===== config.mk =====
export PLATFORM = sky130hd
export DESIGN_NAME = output_layer
export DESIGN_NICKNAME = d
export VERILOG_FILES = /design/src/rtl/nn_pkg.sv /design/src/rtl/output_layer.sv
export SDC_FILE = /design/constraint.sdc
export NUM_CORES = 1
export LEC_CHECK = 0
export BUFFER_PORTS_ARGS = -buffer_cell sky130_fd_sc_hd__clkbuf_2
export CAP_MARGIN = 20
export CORE_ASPECT_RATIO = 1.75
export CORE_UTILIZATION = 58
export DETAILED_ROUTE_END_ITERATION = 12
export PLACE_DENSITY = 0.8
export SLEW_MARGIN = 5
export SYNTH_ARGS = -nofsm -noshare
export SYNTH_HDL_FRONTEND = slang
export SYNTH_SLANG_ARGS = --single-unit

===== constraint.sdc =====
create_clock -name clk -period 10.3 [get_ports clk]
set_clock_uncertainty 0.2 [all_clocks]
set_input_delay 0.515 -clock clk [delete_from_list [all_inputs] [get_ports clk]]
set_output_delay 0.515 -clock clk [all_outputs]
set_load 0.005 [all_outputs]

===== src/rtl/nn_pkg.sv =====
// Shared definitions for the classifier layers: the sequencing state enum
// and the helpers that size the MAC datapath from the layer parameters.
package nn_pkg;

    typedef enum logic [2:0] {
        S_IDLE  = 3'd0,
        S_MAC   = 3'd1,
        S_DRAIN = 3'd2,
        S_WRITE = 3'd3,
        S_DONE  = 3'd4
    } nn_state_t;

    // Ceiling log2; clog2(1) = 0, callers widen to at least one bit.
    function automatic int clog2(input int value);
        int result;
        int rem;
        result = 0;
        rem    = value - 1;
        while (rem > 0) begin
            result = result + 1;
            rem    = rem >> 1;
        end
        return result;
    endfunction

    // Signed product width plus enough headroom for hidden+1 terms.
    function automatic int acc_width(input int resolution, input int hidden_number);
        return 2 * resolution + 1 + clog2(hidden_number + 1);
    endfunction

    // Largest unsigned activation that fits in resolution bits.
    function automatic int sat_limit(input int resolution);
        return (1 << resolution) - 1;
    endfunction

endpackage


===== src/rtl/output_layer.sv =====
// Output neuron layer: serial MAC over a synchronous weight ROM, one
// product per cycle, followed by ReLU, fixed-point shift and saturation.
// The finished vector is published together with a one-cycle digit_en.
//
// Handshake: start is a request accepted only while busy is low (IDLE);
// there is no backpressure. digit_en is a single-cycle valid marking
// output_activations as new; the vector then holds until the next pulse.
module output_layer
    import nn_pkg::*;
#(
    parameter int hidden_number = 32,
    parameter int neuron_number = 10,
    parameter int resolution    = 8,
    parameter int frac_bits     = 6
) (
    input  logic                                  clk,
    input  logic                                  reset,
    input  logic                                  start,
    input  logic [resolution*hidden_number-1:0]   hidden_activations,
    output logic [clog2(neuron_number*(hidden_number+1))-1:0] weight_addr,
    input  logic [resolution-1:0]                 weight_data,
    output logic                                  busy,
    output logic [resolution*neuron_number-1:0]   output_activations,
    output logic                                  digit_en,
    output logic [2:0]                            fsm_state
);

    localparam int ADDR_W = clog2(neuron_number * (hidden_number + 1));
    localparam int K_W    = (clog2(hidden_number + 1) > 0) ? clog2(hidden_number + 1) : 1;
    localparam int N_W    = (clog2(neuron_number) > 0) ? clog2(neuron_number) : 1;
    localparam int PROD_W = 2 * resolution + 1;
    localparam int ACC_W  = acc_width(resolution, hidden_number);

    localparam logic [K_W-1:0]   K_LAST  = K_W'(hidden_number);
    localparam logic [N_W-1:0]   N_LAST  = N_W'(neuron_number - 1);
    localparam logic [ACC_W-1:0] SAT_MAX = ACC_W'(sat_limit(resolution));

    nn_state_t state;
    nn_state_t state_next;

    logic [resolution*hidden_number-1:0] act_q;
    logic [resolution*neuron_number-1:0] res_buf;
    logic [resolution*neuron_number-1:0] res_next;
    logic [K_W-1:0]                      k;
    logic [N_W-1:0]                      n;
    logic signed [ACC_W-1:0]             acc;

    logic [K_W-1:0]              act_idx;
    logic [resolution-1:0]       act_sel;
    logic signed [PROD_W-1:0]    act_ext;
    logic signed [PROD_W-1:0]    w_ext;
    logic signed [PROD_W-1:0]    prod;
    logic signed [ACC_W-1:0]     prod_acc;
    logic signed [ACC_W-1:0]     bias_acc;
    logic [ACC_W-1:0]            acc_shift;
    logic [resolution-1:0]       q_val;

    assign busy      = (state != S_IDLE);
    assign fsm_state = state;

    // State register; reset returns to IDLE and aborts any run.
    always_ff @(posedge clk) begin
        if (reset) begin
            state <= S_IDLE;
        end else begin
            state <= state_next;
        end
    end

    // Next-state logic: MAC issues H+1 addresses, DRAIN absorbs the last
    // ROM word, WRITE stores the neuron and loops or finishes.
    always_comb begin
        state_next = state;
        case (state)
            S_IDLE:  if (start) state_next = S_MAC;
            S_MAC:   if (k == K_LAST) state_next = S_DRAIN;
            S_DRAIN: state_next = S_WRITE;
            S_WRITE: state_next = (n == N_LAST) ? S_DONE : S_MAC;
            S_DONE:  state_next = S_IDLE;
            default: state_next = S_IDLE;
        endcase
    end

    // The word on weight_data during MAC belongs to the address issued one
    // cycle earlier, i.e. input k-1.
    always_comb begin
        act_idx = k - K_W'(1);
        act_sel = '0;
        for (int i = 0; i < hidden_number; i++) begin
            if (K_W'(i) == act_idx) act_sel = act_q[i*resolution +: resolution];
        end
    end

    // Product and bias terms aligned to the same binary point.
    always_comb begin
        act_ext  = {{(resolution + 1){1'b0}}, act_sel};
        w_ext    = {{(resolution + 1){weight_data[resolution-1]}}, weight_data};
        prod     = act_ext * w_ext;
        prod_acc = {{(ACC_W - PROD_W){prod[PROD_W-1]}}, prod};
        bias_acc = {{(ACC_W - 2*resolution){weight_data[resolution-1]}},
                    weight_data, {resolution{1'b0}}};
    end

    // ReLU, truncating shift and saturation; slot n replaced in a copy of
    // the buffer so the final neuron can be published on the same edge.
    always_comb begin
        acc_shift = ACC_W'(acc >>> frac_bits);
        if (acc[ACC_W-1]) begin
            q_val = '0;
        end else if (acc_shift > SAT_MAX) begin
            q_val = SAT_MAX[resolution-1:0];
        end else begin
            q_val = acc_shift[resolution-1:0];
        end
        res_next = res_buf;
        for (int i = 0; i < neuron_number; i++) begin
            if (N_W'(i) == n) res_next[i*resolution +: resolution] = q_val;
        end
    end

    // Datapath: counters, address, accumulator, result buffer and outputs.
    always_ff @(posedge clk) begin
        if (reset) begin
            act_q              <= '0;
            res_buf            <= '0;
            output_activations <= '0;
            digit_en           <= 1'b0;
            weight_addr        <= '0;
            k                  <= '0;
            n                  <= '0;
            acc                <= '0;
        end else begin
            digit_en <= 1'b0;
            case (state)
                S_IDLE: begin
                    if (start) begin
                        act_q       <= hidden_activations;
                        k           <= '0;
                        n           <= '0;
                        acc         <= '0;
                        weight_addr <= '0;
                    end
                end
                S_MAC: begin
                    if (k != '0) acc <= acc + prod_acc;
                    if (k != K_LAST) begin
                        k           <= k + K_W'(1);
                        weight_addr <= weight_addr + ADDR_W'(1);
                    end
                end
                S_DRAIN: begin
                    acc <= acc + bias_acc;
                end
                S_WRITE: begin
                    res_buf <= res_next;
                    acc     <= '0;
                    k       <= '0;
                    if (n == N_LAST) begin
                        output_activations <= res_next;
                        digit_en           <= 1'b1;
                    end else begin
                        n           <= n + N_W'(1);
                        weight_addr <= weight_addr + ADDR_W'(1);
                    end
                end
                default: begin
                end
            endcase
        end
    end

endmodule


Word level (Yosys, flattened, before mapping)

Index checks and enable logic that the tools add are counted.

Bits in registers: 462
Bits of input ports: 267
Output and inout port bits: 94
Logic and storage cells: 147

Add/sub/neg operators: 6
Multipliers: 1
Order comparisons: 1
Eq/ne operators: 51
Muxes and demuxes: 62
Bitwise logic cells: 1
Reductions and logical operators: 16

Operators with widths:

| cell                | number |
|---|---|
| $mux 8              | 44 |
| $eq 5x6->1 const A  | 16 |
| $pmux 23 s4         | 1 |
| $eq 4x6->1 const A  | 8 |
| $mux 23             | 2 |
| $mux 9              | 3 |
| $pmux 9 s3          | 1 |
| $eq 3x6->1 const A  | 4 |
| $add 23x16->23      | 1 |
| $add 23x17->23      | 1 |
| $gt 23x8->1 const B | 1 |
| $pmux 6 s3          | 1 |
| $mul 9x8->17        | 1 |
| $eq 3x4->1 const A  | 4 |
| $eq 2x6->1 const A  | 2 |
| $mux 6              | 2 |
| $pmux 3 s4          | 1 |
| $ne 2x2->1 const B  | 5 |
| $add 9x1->9 const B | 1 |
| $mux 3              | 3 |
| $reduce_and 3->1    | 3 |
| $eq 2x4->1 const A  | 2 |
| $eq 4x4->1 const A  | 2 |
| $mux 4              | 2 |
| other kinds (23)    | 27 |

Depth between registers and ports, before layout

Gate-level depths: netlist (run 1).

Depth in word-level cells: 38
Gate-level depth with buffers: 37
Depth with buffers taken out: 33

Least setup slack after synthesis (run 1)

OpenSTA, ideal clock, no wires.

Path kind: reg2reg
From: reg k[0]
To: reg acc[20]
Setup time: 0.132 ns
Arrival: 7.515 ns
Data required time: 9.968 ns
Setup slack: 2.454 ns
Stages on the path, launching flop included: 33
Path buffers: 4
Period minus slack after synthesis: 7.846 ns
Path through: dfxtp_1 buf_2 inv_1 ha_1 buf_2 buf_2 nor2_1 buf_2 o2111ai_2 nor2_1 o211ai_1 nor4_1 nand4_1 a31oi_1 a311oi_2 and2_1 fa_1 inv_1 fa_1 inv_1 fa_1 fa_1 fa_1 ha_1 o21ai_0 a21oi_1 o41ai_1 o311a_1 a211o_1 nand3b_1 xor2_1 a221oi_1 nor3_1

Longest elaborated chain between the ends: 38
Elaborated cells on any way between the ends: 72
Classes of those cells: add/sub: 2; mul: 1; eq/ne: 32; mux: 34; reduce/logical: 3

RTL lines:

| element                  | RTL line            | RTL |
|---|---|---|
| start: declaration       | output_layer.sv:44  | `logic [K_W-1:0] k;` |
| start signal: assignment | output_layer.sv:147 | `k <= k + K_W'(1);` |
| $sub 6x1->6              | output_layer.sv:87  | `act_idx = k - K_W'(1);` |
| $logic_not 6->1          | output_layer.sv:90  | `if (K_W'(i) == act_idx) act_sel = act_q[i*resolution +: resolution];` |
| $mux 8 (32 in series)    | output_layer.sv:90  |  |
| $mul 9x8->17             | output_layer.sv:98  | `prod = act_ext * w_ext;` |
| $add 23x17->23           | output_layer.sv:145 | `if (k != '0) acc <= acc + prod_acc;` |
| $mux 23                  | output_layer.sv:145 |  |
| $pmux 23 s4              | output_layer.sv:134 | `case (state)` |
| end signal: assignment   | output_layer.sv:145 |  |
| end signal: assignment   | output_layer.sv:152 | `acc <= acc + bias_acc;` |
| end: declaration         | output_layer.sv:46  | `logic signed [ACC_W-1:0] acc;` |

Several ways; a longest one is shown, not always the timed one. The select of a mux whose other input is x is not followed.
A chain may end at the register's enable or synchronous reset.

Worst setup path in the final report (run 1)

From: reg k[1]
To: reg acc[20]

The elaborated chain is that of the path after synthesis.

==> flow_metrics.py, run 1 <==
metrics = {
    "run_status": {
        "status": "finished clean",
    },
    "critical_path": {
        "cp_common_cell": "fa_1",
        "arrival_ns": 10.06,
        "path_max_fanout": 34,
        "worstSetupEndpointType": "register",
        "path_delay_family": "compound AO/OA/AOI/OAI gates",
        "critPathSlowestCell": "a221oi_2",
        "crit_path_start_kind": "register",
        "path_class": "register to register",
        "path_buf_inv": 4,
        "worstPathRequired_ns": 10.50,
        "cpPeakStageDelay_ns": 0.62,
    },
    "synth": {
        "syn_avg_cell_area_um2": 7.61,
        "netlist_instances": 3177,
        "yosys.area.top_type": "dfxtp_1",
        "yosysWarnings": 0,
        "ys.flop_type": "dfxtp_1",
        "synth-edff-count": 0,
        "synthArstFlopShare_pct": 0,
        "synth_top_area_share_pct": 37.6,
        "synth_area_leaders": "dfxtp_1 38%, nand2_1 11%, a21oi_1 10%",
        "synth-seq-cells": 454,
        "yosysMostFrequentCell": "nand2_1",
        "syn-cell-area_um2": 24200,
        "synth.net_count": 3592,
        "synth_cell_type_count": 98,
        "synth_common_cells": "707 x nand2_1, 497 x a21oi_1, 454 x dfxtp_1",
        "yosysSeqAreaShare_pct": 37.6,
    },
    "floorplan": {
        "start_util_pct": 59.0,
        "boundaryPins": 361,
        "die_w_um": 156,
        "die-area_um2": 42500,
        "die-height_um": 272,
        "std_cell_rows": 98,
        "core_um2": 41000,
    },
    "detailed_routing": {
        "drt-vias-per-instance": 6.06,
        "wl_um": 87800,
        "wire_per_inst_um": 21.0,
        "antenna_left": 0,
        "drt-initial-drc-count": 2317,
        "drc": 0,
        "vias": 25300,
        "firstDrtPassIters": 6,
    },
    "cells_and_area": {
        "regArea_um2": 9090,
        "n_fill_cell": 3116,
        "fin_nets": 4009,
        "drive_gt1_share_pct": 14.6,
        "area_delta_synth_final_pct": 22.5,
        "multi_input_area_um2": 13900,
    },
    "cts": {
        "clkLatencyLatePin_ns": 0.58,
        "numCtsBuffers": 41,
        "clk_pin_slew_ns": 0.07,
        "clock-root-buffer": "clkbuf_16",
        "clock_sinks": 454,
        "cts.path.max_buffers": 3,
        "cts_tree": "done",
        "ctsHtreeMaxLevel": 2,
    },
    "pwr": {
        "p_total_mw": 4.77,
        "power_density_nw_per_um2": 161,
        "peakVddDrop_mv": 0.178,
        "p_leak_nw": 12.6,
    },
    "timing": {
        "setup_tns_ns": 0,
        "setup_viol_count_final": 0,
        "max_slew_margin_pct": 21.7,
        "period_minus_slack_ns": 9.86,
        "hold_viol_final": 0,
        "grt_setup_unrepaired": "false",
        "max_clock_freq_mhz": 101,
        "tightestPinTransition_ns": 1.17,
        "period_share_pct": 95.7,
        "slew_violations": 0,
    },
    "hold_path": {
        "hp-class": "input port to register",
    },
    "global_route": {
        "grt_pass1_vias": 25000,
        "grt_max_degree": 105,
        "antenna_found_initial": 5,
        "grt_usage_pct": 40.5,
        "overflow": 0,
        "grt_pass1_wl_um": 133000,
    },
    "placement": {
        "io_buffer_count": 360,
        "gp_congestion": 1.00,
        "dp.final_hpwl_um": 61700,
    },
    "job": {
        "maxCapViolations": 0,
    },
}
-- worst register-to-register path, delay by kind of cell, from the launching register on --
kind                     cells  cell delay (ns)
buffers and inverters        4             0.93
adder cells (fa/ha/maj)      7             3.00
XOR/XNOR                     1             0.15
AND/OR/NAND/NOR              5             1.09
AO/OA/AOI/OAI               13             3.86
flip-flops                   1             0.49
-- final timing paths --
| check | from | to | slack [ns] | cells past startpoint |
|---|---|---|---|---|
| setup / recovery | k[1]$_SDFFE_PP0P_ | acc[20]$_SDFFE_PP0P_ | 0.44 | 30 |
| hold / removal | hidden_activations[246] | act_q[246]$_SDFFE_PP0P_ | 0.009 | 3 |
| setup reg to reg | k[1]$_SDFFE_PP0P_ | acc[20]$_SDFFE_PP0P_ | 0.44 | 30 |
| hold reg to reg | output_activations[21]$_SDFFE_PP0P_ | output_activations[21]$_SDFFE_PP0P_ | 0.25 | 2 |
-- power breakdown --
part / switching (mW) / leakage [nW] / internal, mW / total, mW
Combinational: 0.708 / 8.21 / 0.455 / 1.16
Clock: 0.714 / 0.728 / 0.995 / 1.71
Sequential: 0.0715 / 3.70 / 1.83 / 1.90
Total: 1.49 / 12.6 / 3.28 / 4.77
-- flip-flops by register name (all words and copies together), names as in the netlist --
| name | count |
|---|---|
| n | 4 |
| fsm_state | 3 |
| output_activations | 80 |
| acc | 23 |
| act_q | 256 |
| k | 6 |
| digit_en | 1 |
| weight_addr | 9 |
| res_buf | 72 |
-- kinds of logic (layout without fill, tap and decap cells) --
group                      Yosys count  after routing  share of synthesized area, %
AOI/OAI and AO/OA                  865            865                          21.8
xor gates and xnor gates            44             44                          1.59
adders and majority gates          148            148                          9.46
buffers and inverters              319            762                          5.27
DFF                                454            454                          37.6
muxes                                5              5                         0.207
other                                0              5                             0
and+or+nand+nor                   1342           1342                          24.1
-- cells in the final DEF (no fill, tap or decap), drive strengths merged, types with 17 or more instances in the layout --
cell type      n
o22ai         23
nand2        707
nand4         21
nand3         40
dfxtp        454
inv          103
xor2          18
nand2b        22
o2111ai       17
a211oi        24
and2          42
buf           36
ha            90
dlygate4sd3  197
a221oi        28
nor2         355
a21oi        499
clkbuf       406
xnor2         26
o21ai        129
nor3          56
fa            58
-- metrics by stage --
step / instances / worst slack, ns / utilization (%) / instance area [um^2] / hold WS, ns
global route: 4175 / 0.00260 / 72.3 / 29600 / 0.00521
global placement: 3899 / 0.610 / 63.7 / 26100 / 0.234
detailed placement: 3899 / 0.336 / 63.7 / 26100 / 0.241
floorplan: 3177 / 2.45 / - / 24200 / 0.231
finish: 4175 / 0.439 / 72.3 / 29600 / 0.00893
CTS: 4164 / 0.314 / 72.1 / 29500 / 0.000185
-- routing by layer --
metal  vias to the layer above  part of all wire, %  GRT usage, %
met5                         -                    0             0
met4                         0                  9.1          34.4
met3                       452                  6.1          5.16
met2                      1376                   51          73.0
met1                     11800                   34          40.8
li1                      11700                    -             -
-- what timing repair did --
item | CTS | global route
endpoints found under the hold margin | 196 | 1
gates resized for setup | 0 | 2
setup buffers | 0 | 3
setup endpoints to repair | 0 | 6
hold buffers | 196 | 1
-- cell type report --
class	instances	area share [%]
diodes	5	0.0422
flip-flops and latches	454	30.7
well taps	550	2.32
multi-input cells	2404	46.9
clock inverters	22	1.36
repair buffers	592	13.7
clock buffers	47	3.68
inverters	101	1.28
Note: power is estimated with default switching activity, not from simulation.
==> run 2, diff against run 1 <==
- MAX_ROUTING_LAYER: unset -> met4
==> run 2 against run 1 <==
Compared with the run above: the run now ends with negative hold slack left; critical path depth shrank 4; via count grew 1.4%; critical path type unchanged; largest cell class unchanged; highest routed layer unchanged; hold slack lost 0.014 ns; non-clock buffer count grew 27; clock power shrank 2%; final area grew 0.71%; combinational power is essentially flat; sequential share of layout area shrank 0.22 points; first-iteration DRC count grew 4.2%.
==> flow_metrics.py, run 2 (synthesized netlist as in run 1, its figures left out) <==
metrics = {
    "timing": {
        "tightestPinTransition_ns": 1.18,
        "period_minus_slack_ns": 9.75,
        "finalWorstSetupSlack_ns": 0.553,
        "grt_setup_unrepaired": "false",
        "setup_tns_ns": 0,
        "period_share_pct": 94.6,
        "setup_viol_count_final": 0,
        "slew_violations": 0,
        "whs_ns": -0.00482,
        "max_clock_freq_mhz": 103,
        "hold_viol_final": 1,
        "max_slew_margin_pct": 20.0,
    },
    "global_route": {
        "grt_usage_pct": 43.5,
        "grt_max_degree": 103,
        "grt_pass1_vias": 25400,
        "antenna_found_initial": 8,
        "overflow": 0,
        "grt_pass1_wl_um": 138000,
    },
    "critical_path": {
        "worstSetupEndpointType": "register",
        "path_max_fanout": 26,
        "arrival_ns": 9.98,
        "path_class": "register to register",
        "cp_common_cell": "fa_1",
        "crit_path_start_kind": "register",
        "worstPathRequired_ns": 10.53,
        "critPathSlowestCell": "dfxtp_1",
        "reg2reg_depth": 26,
        "cpPeakStageDelay_ns": 1.07,
    },
    "cells_and_area": {
        "final_common_cell": "nand2_1",
        "area_delta_synth_final_pct": 23.4,
        "fin_nets": 4035,
        "final_core_util_pct": 72.8,
        "largest_reg_flops": 256,
        "n_fill_cell": 3107,
        "drive_gt1_share_pct": 14.7,
        "largest-register": "act_q",
        "top_regs": "act_q: 256 flops, output_activations: 80 flops, res_buf: 72 flops",
        "layout_common_cells": "706 x nand2_1, 496 x a21oi_1, 454 x dfxtp_1",
    },
    "placement": {
        "dp.final_hpwl_um": 62700,
        "io_buffer_count": 360,
        "gp_congestion": 0.975,
        "place_ws_ns": 0.255,
    },
    "hold_path": {
        "hp-class": "input port to register",
        "hold_depth": 3,
    },
    "detailed_routing": {
        "drt-vias-per-instance": 6.09,
        "drc": 0,
        "drt-initial-drc-count": 2415,
        "vias": 25600,
        "wl_um": 91400,
        "firstDrtPassIters": 8,
        "antenna_left": 0,
        "wire_per_inst_um": 21.7,
    },
    "pwr": {
        "power.share.switching_pct": 31.9,
        "p_leak_nw": 12.7,
        "p_int_mw": 3.24,
        "comb_power_share_pct": 25.1,
        "clkPwrFrac_pct": 35.0,
        "peakVddDrop_mv": 0.143,
        "power_frac_seq_pct": 39.9,
        "p_switching_mw": 1.52,
        "power_density_nw_per_um2": 159,
    },
    "floorplan": {
        "boundaryPins": 361,
        "die-height_um": 272,
        "std_cell_rows": 98,
        "core_um2": 41000,
        "die-area_um2": 42500,
        "die_w_um": 156,
        "start_util_pct": 59.0,
    },
    "run_status": {
        "violations": "negative hold slack",
        "status": "complete, but fails checks",
    },
    "cts": {
        "cts_tree": "done",
        "cts.path.max_buffers": 3,
        "clk_pin_slew_ns": 0.07,
        "clkLatencyLatePin_ns": 0.60,
        "clock_sinks": 454,
        "clock-root-buffer": "clkbuf_16",
        "numCtsBuffers": 40,
        "ctsHtreeMaxLevel": 2,
    },
    "job": {
        "maxCapViolations": 0,
    },
}
==> run 2: cell types whose count changed in the layout (fill, tap and decap cells not counted), moves of 2 or more <==
cell / change
dlygate4sd3_1: +16
diode_2: +5
clkbuf_1: +6
clkinvlp_4: +2
bufinv_16: -3
buf_4: +11
clkbuf_8: +4
clkinv_2: -2
==> run 2: through the flow <==
step                cell area (um^2)  power (mW)  std cells
floorplan                      24200        2.68       3177
global placement               26100        2.97       3908
detailed placement             26100        3.01       3908
CTS                            29700        4.71       4193
global route                   29800        4.95       4209
finish                         29800        4.75       4211
==> run 2: timing repair <==
| action | in CTS | in global routing |
|---|---|---|
| endpoints found under the setup margin | 0 | 6 |
| setup buffers | 0 | 5 |
| endpoints found under the hold margin | 212 | 1 |
| hold buffers | 212 | 1 |
| resized for setup | 0 | 2 |
==> run 2: power by group through the flow <==
stage	logic, mW	clock network (mW)	registers (mW)
global placement	1.04	0	1.93
global route	1.32	1.73	1.90
finish	1.19	1.67	1.90
CTS	1.15	1.66	1.89
detailed placement	1.07	0	1.93
floorplan	0.778	0	1.90
==> run 2: area by class of cell <==
type                       count  area, um^2  share of cell area, %
timing repair buffer         619        4310                   14.4
clock inverter                17         305                   1.02
clock buffer                  56        1140                   3.83
multi-input combinational   2404       13900                   46.6
tap                          550         688                   2.31
inverter                     101         379                   1.27
antenna                       10        25.0                 0.0839
sequential                   454        9090                   30.5
==> run 2: final timing paths <==
path,startpoint,slack [ns],endpoint
worst max-delay path,k[2]$_SDFFE_PP0P_,0.55,acc[20]$_SDFFE_PP0P_
worst min-delay path,hidden_activations[218],-0.005,act_q[218]$_SDFFE_PP0P_
worst max register to register,k[2]$_SDFFE_PP0P_,0.55,acc[20]$_SDFFE_PP0P_
worst min register to register,output_activations[4]$_SDFFE_PP0P_,0.25,output_activations[4]$_SDFFE_PP0P_
==> run 2: critical path, delay by kind of cell, from the launching register on <==
kind                     cells  cell delay [ns]
AND/OR/NAND/NOR              7             1.67
adder cells (fa/ha/maj)      6             2.90
XOR/XNOR                     1             0.15
AO/OA/AOI/OAI               11             3.49
buffers and inverters        1             0.06
flip-flops                   1             1.07
==> run 2: routing by layer <==
metal	part of all wire (%)	vias up	GRT usage, %
met3	6.5	540	7.76
met4	9.4	0	36.0
met5	0	-	-
met1	34	12000	42.0
met2	50	1408	75.2
li1	-	11700	-
